--- src/rtl/alu_pkg.sv ---
// -----------------------------------------------------------------------------
// alu_pkg
// Shared definitions for the ALU operation issuer: ALU opcode encodings,
// the issuer FSM state type and a small opcode helper.
// -----------------------------------------------------------------------------
package alu_pkg;

  // ALU opcodes as seen on the ALUOp bus
  localparam logic [2:0] OP_AND  = 3'd0;
  localparam logic [2:0] OP_OR   = 3'd1;
  localparam logic [2:0] OP_XOR  = 3'd2;
  localparam logic [2:0] OP_NOR  = 3'd3;
  localparam logic [2:0] OP_SLT  = 3'd4;
  localparam logic [2:0] OP_ADD  = 3'd5;
  localparam logic [2:0] OP_ADD2 = 3'd6;  // subtract (Sub_En)
  localparam logic [2:0] OP_MOD  = 3'd7;  // multi-cycle modulo

  // Issuer FSM states
  typedef enum logic [1:0] {
    ST_IDLE  = 2'd0,
    ST_ISSUE = 2'd1,
    ST_WAIT  = 2'd2,
    ST_RESP  = 2'd3
  } state_e;

  // The modulo unit is the only multi-cycle operation; its We line is stale
  // in the first cycle an operation is presented.
  function automatic logic is_mod_op(input logic [2:0] op);
    return (op == OP_MOD);
  endfunction

endpackage

--- src/rtl/alu_op_issuer_if.sv ---
// -----------------------------------------------------------------------------
// alu_op_issuer_if
// Bundles the three handshakes around the issuer:
//   request  : req_valid/req_ready, req_op, req_a, req_b, req_tag
//   ALU side : ALUOp, A, B (to ALU); alu_we, alu_result, alu_c (from ALU)
//   response : rsp_valid/rsp_ready, rsp_result, rsp_c, rsp_tag, rsp_err
// Modports:
//   master : the issuer itself
//   slave  : its environment (decode stage, ALU and response consumer)
// -----------------------------------------------------------------------------
interface alu_op_issuer_if #(
  parameter int TAG_W = 4
);
  logic              req_valid;
  logic              req_ready;
  logic [2:0]        req_op;
  logic [31:0]       req_a;
  logic [31:0]       req_b;
  logic [TAG_W-1:0]  req_tag;

  logic [2:0]        ALUOp;
  logic [31:0]       A;
  logic [31:0]       B;
  logic              alu_we;
  logic [31:0]       alu_result;
  logic              alu_c;

  logic              rsp_valid;
  logic              rsp_ready;
  logic [31:0]       rsp_result;
  logic              rsp_c;
  logic [TAG_W-1:0]  rsp_tag;
  logic              rsp_err;

  modport master (
    input  req_valid, req_op, req_a, req_b, req_tag,
    output req_ready,
    output ALUOp, A, B,
    input  alu_we, alu_result, alu_c,
    output rsp_valid, rsp_result, rsp_c, rsp_tag, rsp_err,
    input  rsp_ready
  );

  modport slave (
    output req_valid, req_op, req_a, req_b, req_tag,
    input  req_ready,
    input  ALUOp, A, B,
    output alu_we, alu_result, alu_c,
    input  rsp_valid, rsp_result, rsp_c, rsp_tag, rsp_err,
    output rsp_ready
  );
endinterface

--- src/rtl/alu_timeout_cnt.sv ---
// -----------------------------------------------------------------------------
// alu_timeout_cnt
// Saturating cycle counter used to bound the wait for the ALU's We.
// Ports:
//   i_clk     : clock, rising edge
//   i_rst_n   : asynchronous active-low reset
//   i_clear   : synchronous clear (wins over enable)
//   i_enable  : count one cycle
//   o_expired : counter has reached TIMEOUT_CYC-1
// -----------------------------------------------------------------------------
module alu_timeout_cnt #(
  parameter int TIMEOUT_CYC = 64
) (
  input  logic i_clk,
  input  logic i_rst_n,
  input  logic i_clear,
  input  logic i_enable,
  output logic o_expired
);
  localparam int              CNT_W    = (TIMEOUT_CYC > 2) ? $clog2(TIMEOUT_CYC) : 1;
  localparam logic [CNT_W-1:0] CNT_LAST = CNT_W'(TIMEOUT_CYC - 1);
  localparam logic [CNT_W-1:0] CNT_ONE  = CNT_W'(1);

  logic [CNT_W-1:0] r_cnt;

  // Cycle counter: stops at the last value so it never wraps back to zero
  always_ff @(posedge i_clk or negedge i_rst_n) begin
    if (!i_rst_n) begin
      r_cnt <= '0;
    end else if (i_clear) begin
      r_cnt <= '0;
    end else if (i_enable && !o_expired) begin
      r_cnt <= r_cnt + CNT_ONE;
    end else begin
      r_cnt <= r_cnt;
    end
  end

  assign o_expired = (r_cnt == CNT_LAST);

endmodule

--- src/rtl/alu_op_issuer.sv ---
// -----------------------------------------------------------------------------
// alu_op_issuer
// Initiator side of the ALU operand/write-enable interface. Takes one request
// at a time, drives ALUOp/A/B from registers until the ALU raises We, captures
// Result/C into a 1-deep response register and holds it until consumed.
// Modulo operations wait for We with a timeout; expiry returns rsp_err=1.
// Ports:
//   Clk   : clock, rising edge
//   Reset : asynchronous active-low reset
//   bus   : alu_op_issuer_if.master (request, ALU and response signals)
// -----------------------------------------------------------------------------
module alu_op_issuer
  import alu_pkg::*;
#(
  parameter int TAG_W       = 4,
  parameter int TIMEOUT_CYC = 64
) (
  input  logic            Clk,
  input  logic            Reset,
  alu_op_issuer_if.master bus
);

  state_e            r_state;
  logic [2:0]        r_aluop;
  logic [31:0]       r_a;
  logic [31:0]       r_b;
  logic [TAG_W-1:0]  r_tag;
  logic              r_rsp_valid;
  logic [31:0]       r_rsp_result;
  logic              r_rsp_c;
  logic [TAG_W-1:0]  r_rsp_tag;
  logic              r_rsp_err;

  logic              w_accept;
  logic              w_capture;
  logic              w_abort;
  logic              w_cnt_en;
  logic              w_expired;

  alu_timeout_cnt #(
    .TIMEOUT_CYC (TIMEOUT_CYC)
  ) u_timeout_cnt (
    .i_clk     (Clk),
    .i_rst_n   (Reset),
    .i_clear   (w_accept),
    .i_enable  (w_cnt_en),
    .o_expired (w_expired)
  );

  // Decode accept / capture / abort events from the current state
  always_comb begin
    w_accept  = 1'b0;
    w_capture = 1'b0;
    w_abort   = 1'b0;
    w_cnt_en  = 1'b0;
    w_accept  = (r_state == ST_IDLE) && bus.req_valid;
    w_cnt_en  = (r_state == ST_WAIT);
    if (r_state == ST_ISSUE) begin
      // We seen while a modulo is first presented belongs to the previous op
      w_capture = bus.alu_we && !is_mod_op(r_aluop);
    end else if (r_state == ST_WAIT) begin
      w_capture = bus.alu_we;
    end else begin
      w_capture = 1'b0;
    end
    // A We arriving on the expiry cycle takes priority over the abort
    w_abort = (r_state == ST_WAIT) && !bus.alu_we && w_expired;
  end

  // Issuer FSM with registered ALU-side and response outputs
  always_ff @(posedge Clk or negedge Reset) begin
    if (!Reset) begin
      r_state      <= ST_IDLE;
      r_aluop      <= OP_AND;
      r_a          <= 32'd0;
      r_b          <= 32'd0;
      r_tag        <= '0;
      r_rsp_valid  <= 1'b0;
      r_rsp_result <= 32'd0;
      r_rsp_c      <= 1'b0;
      r_rsp_tag    <= '0;
      r_rsp_err    <= 1'b0;
    end else begin
      case (r_state)
        ST_IDLE: begin
          if (w_accept) begin
            r_aluop <= bus.req_op;
            r_a     <= bus.req_a;
            r_b     <= bus.req_b;
            r_tag   <= bus.req_tag;
            r_state <= ST_ISSUE;
          end
        end
        ST_ISSUE: begin
          if (w_capture) begin
            r_state <= ST_RESP;
          end else begin
            r_state <= ST_WAIT;
          end
        end
        ST_WAIT: begin
          if (w_capture || w_abort) begin
            r_state <= ST_RESP;
          end
        end
        ST_RESP: begin
          if (bus.rsp_ready) begin
            r_rsp_valid <= 1'b0;
            r_state     <= ST_IDLE;
          end
        end
        default: begin
          r_state <= ST_IDLE;
        end
      endcase

      // Load the response and release the ALU inputs; zero operands drop
      // Mod_En so an unfinished modulo is abandoned.
      if (w_capture || w_abort) begin
        r_rsp_valid  <= 1'b1;
        r_rsp_result <= w_capture ? bus.alu_result : 32'd0;
        r_rsp_c      <= w_capture & bus.alu_c;
        r_rsp_err    <= w_abort;
        r_rsp_tag    <= r_tag;
        r_aluop      <= OP_AND;
        r_a          <= 32'd0;
        r_b          <= 32'd0;
      end
    end
  end

  assign bus.req_ready  = (r_state == ST_IDLE);
  assign bus.ALUOp      = r_aluop;
  assign bus.A          = r_a;
  assign bus.B          = r_b;
  assign bus.rsp_valid  = r_rsp_valid;
  assign bus.rsp_result = r_rsp_result;
  assign bus.rsp_c      = r_rsp_c;
  assign bus.rsp_tag    = r_rsp_tag;
  assign bus.rsp_err    = r_rsp_err;

endmodule

--- src/flat_wrapper.sv ---
// flat-port wrapper written by rule: the top's interface ports become plain ports
module alu_op_issuer_flat import alu_pkg::*;
#(
  parameter int TAG_W       = 4,
  parameter int TIMEOUT_CYC = 64
)
  (Clk, Reset, bus_req_valid, bus_req_op, bus_req_a, bus_req_b, bus_req_tag, bus_req_ready, bus_ALUOp, bus_A, bus_B, bus_alu_we, bus_alu_result, bus_alu_c, bus_rsp_valid, bus_rsp_result, bus_rsp_c, bus_rsp_tag, bus_rsp_err, bus_rsp_ready);
  alu_op_issuer_if #(.TAG_W(TAG_W)) bus_i ();
  input  logic Clk;
  input  logic Reset;
  input wire logic [$bits(bus_i.req_valid)-1:0] bus_req_valid;
  input wire logic [$bits(bus_i.req_op)-1:0] bus_req_op;
  input wire logic [$bits(bus_i.req_a)-1:0] bus_req_a;
  input wire logic [$bits(bus_i.req_b)-1:0] bus_req_b;
  input wire logic [$bits(bus_i.req_tag)-1:0] bus_req_tag;
  output wire logic [$bits(bus_i.req_ready)-1:0] bus_req_ready;
  output wire logic [$bits(bus_i.ALUOp)-1:0] bus_ALUOp;
  output wire logic [$bits(bus_i.A)-1:0] bus_A;
  output wire logic [$bits(bus_i.B)-1:0] bus_B;
  input wire logic [$bits(bus_i.alu_we)-1:0] bus_alu_we;
  input wire logic [$bits(bus_i.alu_result)-1:0] bus_alu_result;
  input wire logic [$bits(bus_i.alu_c)-1:0] bus_alu_c;
  output wire logic [$bits(bus_i.rsp_valid)-1:0] bus_rsp_valid;
  output wire logic [$bits(bus_i.rsp_result)-1:0] bus_rsp_result;
  output wire logic [$bits(bus_i.rsp_c)-1:0] bus_rsp_c;
  output wire logic [$bits(bus_i.rsp_tag)-1:0] bus_rsp_tag;
  output wire logic [$bits(bus_i.rsp_err)-1:0] bus_rsp_err;
  input wire logic [$bits(bus_i.rsp_ready)-1:0] bus_rsp_ready;
  assign bus_i.req_valid = bus_req_valid;
  assign bus_i.req_op = bus_req_op;
  assign bus_i.req_a = bus_req_a;
  assign bus_i.req_b = bus_req_b;
  assign bus_i.req_tag = bus_req_tag;
  assign bus_req_ready = bus_i.req_ready;
  assign bus_ALUOp = bus_i.ALUOp;
  assign bus_A = bus_i.A;
  assign bus_B = bus_i.B;
  assign bus_i.alu_we = bus_alu_we;
  assign bus_i.alu_result = bus_alu_result;
  assign bus_i.alu_c = bus_alu_c;
  assign bus_rsp_valid = bus_i.rsp_valid;
  assign bus_rsp_result = bus_i.rsp_result;
  assign bus_rsp_c = bus_i.rsp_c;
  assign bus_rsp_tag = bus_i.rsp_tag;
  assign bus_rsp_err = bus_i.rsp_err;
  assign bus_i.rsp_ready = bus_rsp_ready;
  alu_op_issuer #(.TAG_W(TAG_W), .TIMEOUT_CYC(TIMEOUT_CYC)) u_core (.Clk(Clk), .Reset(Reset), .bus(bus_i));
endmodule
--- config.mk ---
export PLATFORM = sky130hd
export DESIGN_NAME = alu_op_issuer_flat
export DESIGN_NICKNAME = d
export VERILOG_FILES = /design/src/rtl/alu_pkg.sv /design/src/rtl/alu_op_issuer_if.sv /design/src/rtl/alu_timeout_cnt.sv /design/src/rtl/alu_op_issuer.sv /design/src/flat_wrapper.sv
export SDC_FILE = /design/constraint.sdc
export NUM_CORES = 1
export LEC_CHECK = 0
export ABC_AREA = 1
export BUFFER_PORTS_ARGS = -buffer_cell sky130_fd_sc_hd__buf_2
export CAP_MARGIN = 15
export CORE_UTILIZATION = 45
export CTS_CLUSTER_DIAMETER = 50
export CTS_CLUSTER_SIZE = 40
export DETAILED_ROUTE_END_ITERATION = 10
export PLACE_DENSITY = 0.77
export SYNTH_ARGS = -nofsm -noshare
export SYNTH_HDL_FRONTEND = slang
export SYNTH_HIERARCHICAL = 1
export SYNTH_SLANG_ARGS = --single-unit
--- constraint.sdc ---
create_clock -name Clk -period 2.4 [get_ports Clk]
set_input_delay 0.6 -clock Clk [delete_from_list [all_inputs] [get_ports Clk]]
set_output_delay 0.6 -clock Clk [all_outputs]
set_load 0.01 [all_outputs]
==> results of run 1 <==
[through the flow]
step | power (mW) | cells | utilization [%] | instance area (um2)
detailed placement | 6.98 | 892 | 58.7 | 6140
CTS | 9.47 | 924 | 64.3 | 6730
finish | 9.39 | 924 | 64.3 | 6730
global placement | 6.82 | 892 | 58.7 | 6140
floorplan | 5.50 | 562 | - | 4920
global route | 10.0 | 924 | 64.3 | 6730
[cell usage in the layout (no fill, tap or decap)]
master and instances:
nand2_1 250, buf_2 214, dfrtp_1 118, a21oi_1 68, nand3_1 46, clkbuf_16 16, inv_1 15, buf_4 8
nor2_1 7, ha_1 6, nand2_2 5, clkinv_2 4, inv_2 4, clkbuf_8 3, bufinv_16 3, clkbuf_1 3
nand2_4 3, buf_12 3, nor2_4 2, nor3_1 2, clkinvlp_4 1, clkinv_4 1, dlygate4sd3_1 1, o22ai_1 1
nand3b_1 1, nand2_8 1, nand4_1 1, o21bai_1 1
[per-layer routing]
metal / GRT usage (%) / vias up
met3: 4.50 / 40
met2: 40.9 / 181
met4: 12.9 / 0
met1: 27.6 / 2179
li1: - / 2216
met5: 0 / -
[final cells by class]
| class | instances | area [um2] |
|---|---|---|
| Fill cell | 851 | 3730 |
| Timing Repair Buffer | 226 | 1200 |
| Inverter | 19 | 71.3 |
| Sequential cell | 118 | 2950 |
| Tap cell | 136 | 170 |
| Clock inverter | 9 | 126 |
| Clock buffer | 22 | 453 |
| Multi-Input combinational cell | 394 | 1760 |
[registers in the layout, summed over array words and instances, names as in the netlist]
register	cells
u_core/bus.rsp_err	1
u_core/u_timeout_cnt/r_cnt	6
u_core/bus.rsp_c	1
u_core/r_tag	4
u_core/bus.rsp_result	32
u_core/bus.B	32
u_core/bus.ALUOp	3
u_core/bus.A	32
u_core/r_state	2
u_core/bus.rsp_valid	1
u_core/bus.rsp_tag	4
[critical path, cell delays in order (launching register included)]
cell	delay (ps)
dfrtp_1	420
inv_1	140
ha_1	210
buf_2	160
[where the power goes]
part / switching, mW / internal [mW]
Combinational: 2.16 / 1.35
Sequential: 0.514 / 2.91
Clock: 0.834 / 1.62
[worst max-delay path by stage]
| stage | startpoint | end | cells past startpoint |
|---|---|---|---|
| after floorplan | u_core/r_state[0]$_DFFE_PN0P_ | u_core/bus.rsp_result[22]$_DFFE_PN0P_ | 11 |
| after global placement | u_core/r_state[0]$_DFFE_PN0P_ | u_core/bus.rsp_result[30]$_DFFE_PN0P_ | 9 |
| after detailed placement | u_core/r_state[0]$_DFFE_PN0P_ | u_core/bus.rsp_result[15]$_DFFE_PN0P_ | 9 |
| after CTS | u_core/r_state[0]$_DFFE_PN0P_ | bus_req_ready | 3 |
| after global routing | u_core/r_state[0]$_DFFE_PN0P_ | u_core/bus.rsp_result[24]$_DFFE_PN0P_ | 9 |
| final | u_core/r_state[0]$_DFFE_PN0P_ | bus_req_ready | 3 |
[logic make-up after synthesis]
kind of cell | count (synthesis) | share of synthesized area [%]
adders and majority gates | 6 | 1.52
and+or+nand+nor | 318 | 26.9
AOI/OAI and AO/OA | 70 | 7.19
DFF | 118 | 60.0
buffers and inverters | 50 | 4.42
[repair_timing]
item                                   in CTS  in global routing
endpoints found under the hold margin      18                  0
hold buffers                                1                  0
buffers inserted                            0                  0
==> results.sh, run 1 <==
export IMPL_fp_coreArea_um2=10500
export IMPL_drt_iter0_markers=289
export IMPL_final_antenna_net_count=0
export IMPL_worst_slew_pin_slew_ps=712
export IMPL_yosysUniqueCellTypes=22
export IMPL_status="complete, no violations"
export IMPL_start_util_pct=47.1
export IMPL_grt_max_degree=72
export IMPL_cp_end_kind="output pin"
export IMPL_synth_seq_area_share_pct=60.0
export IMPL_grt_pass1_vias=4611
export IMPL_path_class="reg2out"
export IMPL_hold_viol=0
export IMPL_die_x_um=107
export IMPL_cts_buffers=17
export IMPL_rows=37
export IMPL_power_leakage_nw=3.75
export IMPL_wl_met1_um=5100
export IMPL_yosysTopAreaCell="dfrtp_1"
export IMPL_finalSetupTns_ps=0
export IMPL_min_from="bus_req_tag[0]"
export IMPL_hold_path_class="in2reg"
export IMPL_port_buffers=215
export IMPL_post_route_drc_count=0
export IMPL_whs_path_depth=3
export IMPL_cp_arrival_ps=1450
export IMPL_fin_crit_sh_pct=85.2
export IMPL_cp_start_kind="flop"
export IMPL_grt_ovfl_total=0
export IMPL_wl_met2_um=6620
export IMPL_post_place_ws_ps=490
export IMPL_synth_cell_area_um2=4920
export IMPL_r2r_start="u_core/u_timeout_cnt/r_cnt[0]$_DFFE_PN0P_"
export IMPL_rsz0062_at_grt="no"
export IMPL_grt_pass1_wl_um=21000
export IMPL_critPathMaxFanout=5
export IMPL_clockBufferDepth=2
export IMPL_period_needed_ps=2050
export IMPL_holdPathEnd="u_core/r_tag[0]$_DFFE_PN0P_"
export IMPL_maxSlewViolCount=0
export IMPL_dieArea_um2=11400
export IMPL_final_setup_skew_ps=7.99
export IMPL_ys_flop_type="dfrtp_1"
export IMPL_syn2layout_area_growth_pct=36.7
export IMPL_diodes=0
export IMPL_timing_rr_end="u_core/bus.rsp_result[20]$_DFFE_PN0P_"
export IMPL_max_slew_margin_pct=52.5
export IMPL_dr_wl_met3_um=694
export IMPL_die_h_um=107
export IMPL_viasPerCell=5.00
export IMPL_grt_antenna_before_repair=0
export IMPL_ys_ff_latch=118
export IMPL_finalWorstSetupSlack_ps=355
export IMPL_wl_per_cell_um=13.9
export IMPL_fin_hold_ws_ps=295
export IMPL_hpwl_um=8980
export IMPL_ctsHtreeMaxLevel=4
export IMPL_fin_nets=891
export IMPL_root_buffer="clkbuf_8"
export IMPL_routed_wl_um=12900
export IMPL_final_layout_size_suffix_gt1_share_pct=34.0
export IMPL_yosys_top_cells_area="dfrtp_1, nand2_1, a21oi_1"
export IMPL_place_gp_congestion=0.858
export IMPL_grt_usage_pct=23.6
export IMPL_maxCapViolCount=0
export IMPL_final_setup_viol_count=0
export IMPL_fmax_mhz=489
export IMPL_ir_worst_vdd_uv=661
export IMPL_insertion_delay_ps=510
export IMPL_cts_sinks=118
export IMPL_p_per_area_nw_per_um2=1400
export IMPL_r2r_slack_ps=440
export IMPL_ys_async_sr_fraction_pct=100
export IMPL_io_pins=216
export IMPL_synth_edf_count=0
export IMPL_highest_layer="met4"
export IMPL_required_ps=1800
export IMPL_syn_mean_instance_area_um2=8.76
export IMPL_cts_tree="done"
export IMPL_yosysMostFrequentCell="nand2_1"
export IMPL_worst_r2r_cell_count=10
export IMPL_cts_resized_gates=0
export IMPL_clkTransAtPathRegs_ps=50
export IMPL_synth_top_area_share_pct=60.0
export IMPL_syn_inst=562
export IMPL_yosysWarnings=6
export IMPL_synth_nets=677
export IMPL_firstDrtPassIters=6
export IMPL_vias=4616
export IMPL_synthTopCellsByCount="nand2_1, dfrtp_1, a21oi_1, nand3_1, clkbuf_1"
(Power assumes the default switching activity.)
==> run 2: changes to the inputs <==
Clock period 2.4 ns to 2.5 ns, I/O delays scaled along.
==> run 2 against run 1 <==
Effect of this change:
- core utilization is 0.39 points higher
- critical path depth rose by 6
- global-route usage shrank 0.99 points
- clock skew fell by 3.8 ps
- die area did not move
- clock-buffer cell count shrank 2
==> results.sh, run 2 (synthesis gave the netlist of run 1 again) <==
export IMPL_crit_slowest_cell="inv_2"
export IMPL_fin_hold_ws_ps=107
export IMPL_cts_sinks=118
export IMPL_power_mw=9.04
export IMPL_rows=37
export IMPL_final_area_um2=6770
export IMPL_required_ps=2940
export IMPL_r2r_slack_ps=410
export IMPL_post_place_ws_ps=444
export IMPL_crit_family="simple AND/OR/NAND/NOR gates"
export IMPL_post_cts_buffers=0
export IMPL_viasPerCell=4.98
export IMPL_final_layout_size_suffix_gt1_share_pct=34.5
export IMPL_layout_commonest_cell="nand2_1"
export IMPL_grt_usage_pct=22.6
export IMPL_grt_max_degree=72
export IMPL_ctsHtreeMaxLevel=4
export IMPL_r2r_start="u_core/r_state[0]$_DFFE_PN0P_"
export IMPL_start_util_pct=47.1
export IMPL_finalSetupTns_ps=0
export IMPL_critPathMaxFanout=38
export IMPL_io_pins=216
export IMPL_maxCapViolCount=0
export IMPL_critPathBufInv=2
export IMPL_grt_pass1_vias=4366
export IMPL_final_setup_skew_ps=4.19
export IMPL_clkTransAtPathRegs_ps=60
export IMPL_final_setup_viol_count=0
export IMPL_layout_common_cells="nand2_1, buf_2, dfrtp_1"
export IMPL_place_gp_congestion=0.820
export IMPL_firstDrtPassIters=5
export IMPL_cts_buffers=17
export IMPL_worst_r2r_cell_count=9
export IMPL_cts_resized_gates=0
export IMPL_finalWorstSetupSlack_ps=410
export IMPL_grt_ovfl_total=0
export IMPL_power_leakage_nw=3.75
export IMPL_path_class="reg2reg"
export IMPL_cp_cell_sequence="inv_1, ha_1, nor2_1, nor2_4, nand2_2, nand2_4, inv_2, nand2_1, nand2_1"
export IMPL_hold_path_class="in2async"
export IMPL_fp_coreArea_um2=10500
export IMPL_fin_crit_sh_pct=83.6
export IMPL_post_route_drc_count=0
export IMPL_p_per_area_nw_per_um2=1330
export IMPL_worst_slew_pin_slew_ps=702
export IMPL_grt_pass1_wl_um=20300
export IMPL_cp_arrival_ps=2530
export IMPL_crit_top_cell="nand2_1"
export IMPL_period_needed_ps=2090
export IMPL_final_antenna_net_count=0
export IMPL_holdBufCountCts=0
export IMPL_die_h_um=107
export IMPL_placed_cell_area_um2=6170
export IMPL_die_x_um=107
export IMPL_fill_cells=883
export IMPL_status="complete, no violations"
export IMPL_root_buffer="clkbuf_8"
export IMPL_cp_end_kind="flop"
export IMPL_wl_per_cell_um=13.7
export IMPL_fmax_mhz=479
export IMPL_hpwl_um=8800
export IMPL_final_util_pct=64.7
export IMPL_ir_worst_vdd_uv=703
export IMPL_timing_rr_end="u_core/bus.rsp_result[11]$_DFFE_PN0P_"
export IMPL_syn2layout_area_growth_pct=37.5
export IMPL_rsz0062_at_grt="no"
export IMPL_vias=4602
export IMPL_dp_cells=893
export IMPL_max_slew_margin_pct=53.2
export IMPL_fin_nets=891
export IMPL_dieArea_um2=11400
export IMPL_port_buffers=215
export IMPL_maxSlewViolCount=0
export IMPL_grt_antenna_before_repair=0
export IMPL_drt_iter0_markers=352
export IMPL_routed_wl_um=12600
export IMPL_cts_tree="done"
export IMPL_slowest_delay_ps=460
export IMPL_instances_no_fill=925
export IMPL_cp_start_kind="flop"
export IMPL_clockBufferDepth=2
export IMPL_insertion_delay_ps=500
export IMPL_diodes=0
export IMPL_hold_viol=0
## run 2: worst register-to-register path, cell delays in order (launching register included)
cell and delay [ps]:
dfrtp_1 410, inv_1 110, ha_1 340, nor2_1 230, nor2_4 50, nand2_2 100, nand2_4 70, inv_2 460
nand2_1 140, nand2_1 110
## run 2: how the worst max path moves through the flow
stage,startpoint,slack [ps],to,depth (start not counted)
after floorplan,u_core/r_state[0]$_DFFE_PN0P_,650,u_core/bus.rsp_result[22]$_DFFE_PN0P_,11
after global placement,u_core/r_state[0]$_DFFE_PN0P_,570,u_core/bus.rsp_tag[3]$_DFFE_PN0P_,9
after detailed placement,u_core/r_state[0]$_DFFE_PN0P_,440,u_core/bus.rsp_result[11]$_DFFE_PN0P_,9
after CTS,u_core/r_state[0]$_DFFE_PN0P_,390,bus_req_ready,3
after global routing,u_core/r_state[0]$_DFFE_PN0P_,230,u_core/bus.rsp_result[24]$_DFFE_PN0P_,9
final,u_core/r_state[0]$_DFFE_PN0P_,410,u_core/bus.rsp_result[11]$_DFFE_PN0P_,9
## run 2: layer usage
metal	global-route usage, %	part of all wire (%)	up-vias
met3	3.53	5.2	24
met4	11.1	2.4	0
met1	27.9	41	2186
met2	38.8	52	182
met5	0	0	-
li1	-	-	2210
## run 2: area by class of cell
class	instances	area, um2	area share (%)
well taps	136	170	2.51
inverters	19	71.3	1.05
clock inverters	12	153	2.25
flip-flops and latches	118	2950	43.6
repair buffers	226	1220	18.1
clock buffers	20	445	6.58
multi-input cells	394	1760	25.9
## run 2: power by group
group          total (mW)  switching (mW)  internal [mW]
sequential           3.28           0.489           2.79
combinational        3.35            2.06           1.29
clock                2.40           0.840           1.56
==> run 3: changes to the inputs <==
Settings changed: CORE_UTILIZATION 45 to 43.
Clock period 2.5 ns to 1.75 ns, I/O delays scaled along.
==> run 3 against run 2 <==
Effect of this change:
- flip-flop and latch count stayed put
- final area is 3.4% higher
- clock-buffer cell count is 3 lower
- combinational power is 55% higher
- worst hold slack better by 140 ps
- highest routed layer unchanged
==> results.sh, run 3 (synthesis gave the netlist of run 1 again) <==
export IMPL_fin_nets=902
export IMPL_maxSlewViolCount=0
export IMPL_dieArea_um2=11900
export IMPL_r2r_start="u_core/r_state[0]$_DFFE_PN0P_"
export IMPL_critPathMaxFanout=5
export IMPL_cts_sinks=118
export IMPL_hpwl_um=9010
export IMPL_layout_commonest_cell="nand2_1"
export IMPL_final_setup_viol_count=0
export IMPL_syn2layout_area_growth_pct=42.2
export IMPL_clkTransAtPathRegs_ps=50
export IMPL_ir_worst_vdd_uv=945
export IMPL_grt_usage_pct=22.1
export IMPL_layout_common_cells="nand2_1, buf_2, dfrtp_1"
export IMPL_start_util_pct=44.8
export IMPL_hold_viol=0
export IMPL_cp_arrival_ps=1250
export IMPL_vias=4601
export IMPL_clockBufferDepth=2
export IMPL_insertion_delay_ps=400
export IMPL_grt_max_degree=57
export IMPL_worst_slew_pin_slew_ps=368
export IMPL_maxCapViolCount=0
export IMPL_final_layout_size_suffix_gt1_share_pct=36.5
export IMPL_status="complete, no violations"
export IMPL_cts_buffers=17
export IMPL_rows=38
export IMPL_post_route_drc_count=0
export IMPL_cp_start_kind="flop"
export IMPL_hold_path_class="in2reg"
export IMPL_min_from="bus_req_tag[2]"
export IMPL_worst_r2r_cell_count=10
export IMPL_fin_crit_sh_pct=96.7
export IMPL_viasPerCell=4.89
export IMPL_root_buffer="clkbuf_16"
export IMPL_holdPathEnd="u_core/r_tag[2]$_DFFE_PN0P_"
export IMPL_port_buffers=215
export IMPL_grt_pass1_wl_um=20200
export IMPL_grt_antenna_before_repair=0
export IMPL_cp_end_kind="output pin"
export IMPL_r2r_slack_ps=100
export IMPL_routed_wl_um=12900
export IMPL_required_ps=1310
export IMPL_diodes=0
export IMPL_cts_tree="done"
export IMPL_wl_per_cell_um=13.7
export IMPL_grt_ovfl_total=0
export IMPL_fmax_mhz=591
export IMPL_final_setup_skew_ps=9.42
export IMPL_timing_rr_end="u_core/bus.rsp_result[6]$_DFFE_PN0P_"
export IMPL_drt_iter0_markers=313
export IMPL_path_class="reg2out"
export IMPL_place_gp_congestion=0.783
export IMPL_final_antenna_net_count=0
export IMPL_grt_pass1_vias=4376
export IMPL_p_per_area_nw_per_um2=1930
export IMPL_fp_coreArea_um2=11000
export IMPL_final_util_pct=63.7
export IMPL_firstDrtPassIters=4
export IMPL_die_x_um=109
export IMPL_max_slew_margin_pct=75.5
export IMPL_period_needed_ps=1690
export IMPL_ctsHtreeMaxLevel=4
export IMPL_power_leakage_nw=3.86
export IMPL_whs_path_depth=3
export IMPL_io_pins=216
export IMPL_die_h_um=109
export IMPL_power_mw=13.5
[run 3: what timing repair did]
action | 4_1_cts | 5_1_grt
setup endpoints to repair | 38 | 107
gates cloned | 0 | 1
hold buffers | 1 | 0
pin swaps | 1 | 4
gates resized for setup | 5 | 8
hold endpoints to repair | 23 | 0
setup buffers | 0 | 4
[run 3: final cells by class]
cell class | count | area, um2
inverter | 19 | 73.8
fill | 912 | 3980
multi-input combinational | 394 | 1800
clock buffer | 17 | 425
timing repair buffer | 237 | 1360
clock inverter | 15 | 204
sequential | 118 | 2950
tap | 140 | 175
[run 3: power breakdown]
part / total, mW / internal (mW) / switching (mW)
clock network: 3.63 / 2.39 / 1.24
logic: 5.18 / 2.13 / 3.04
registers: 4.73 / 3.99 / 0.735
total: 13.5 / 8.51 / 5.02
[run 3: critical path, stage by stage, from the launching register on]
cell and delay, ps:
dfrtp_1 440, inv_2 130, ha_4 150, buf_2 130
[run 3: worst max-delay path by stage]
stage | end | slack, ps | depth (start not counted) | from
floorplan | u_core/bus.rsp_result[22]$_DFFE_PN0P_ | -4 | 11 | u_core/r_state[0]$_DFFE_PN0P_
global placement | u_core/bus.rsp_result[30]$_DFFE_PN0P_ | 110 | 11 | u_core/u_timeout_cnt/r_cnt[0]$_DFFE_PN0P_
finish | bus_req_ready | 60 | 3 | u_core/r_state[0]$_DFFE_PN0P_
global route | bus_req_ready | -8 | 3 | u_core/r_state[0]$_DFFE_PN0P_
CTS | u_core/bus.B[18]$_DFFE_PN0P_ | 30 | 9 | u_core/r_state[1]$_DFFE_PN0P_
detailed placement | u_core/bus.rsp_result[24]$_DFFE_PN0P_ | 3 | 11 | u_core/u_timeout_cnt/r_cnt[0]$_DFFE_PN0P_
[run 3: per-stage QoR]
step / hold slack [ps] / cell area, um2 / cells / setup slack, ps / setup TNS [ps]
after floorplan: 142 / 4930 / 562 / -4.08 / -36.7
after global placement: 373 / 6260 / 902 / 109 / 0
after detailed placement: 380 / 6260 / 902 / 2.69 / 0
after CTS: 231 / 6910 / 935 / 26.4 / 0
after global routing: 245 / 7000 / 940 / -8.24 / -8.24
final: 247 / 7000 / 940 / 58.0 / 0
[run 3: routing by layer]
layer / vias to the layer above / wire [um] / GRT usage (%)
met1: 2169 / 5350 / 26.4
met5: - / 0 / 0
met3: 20 / 792 / 5.92
li1: 2239 / - / -
met2: 173 / 6510 / 37.6
met4: 0 / 208 / 8.98
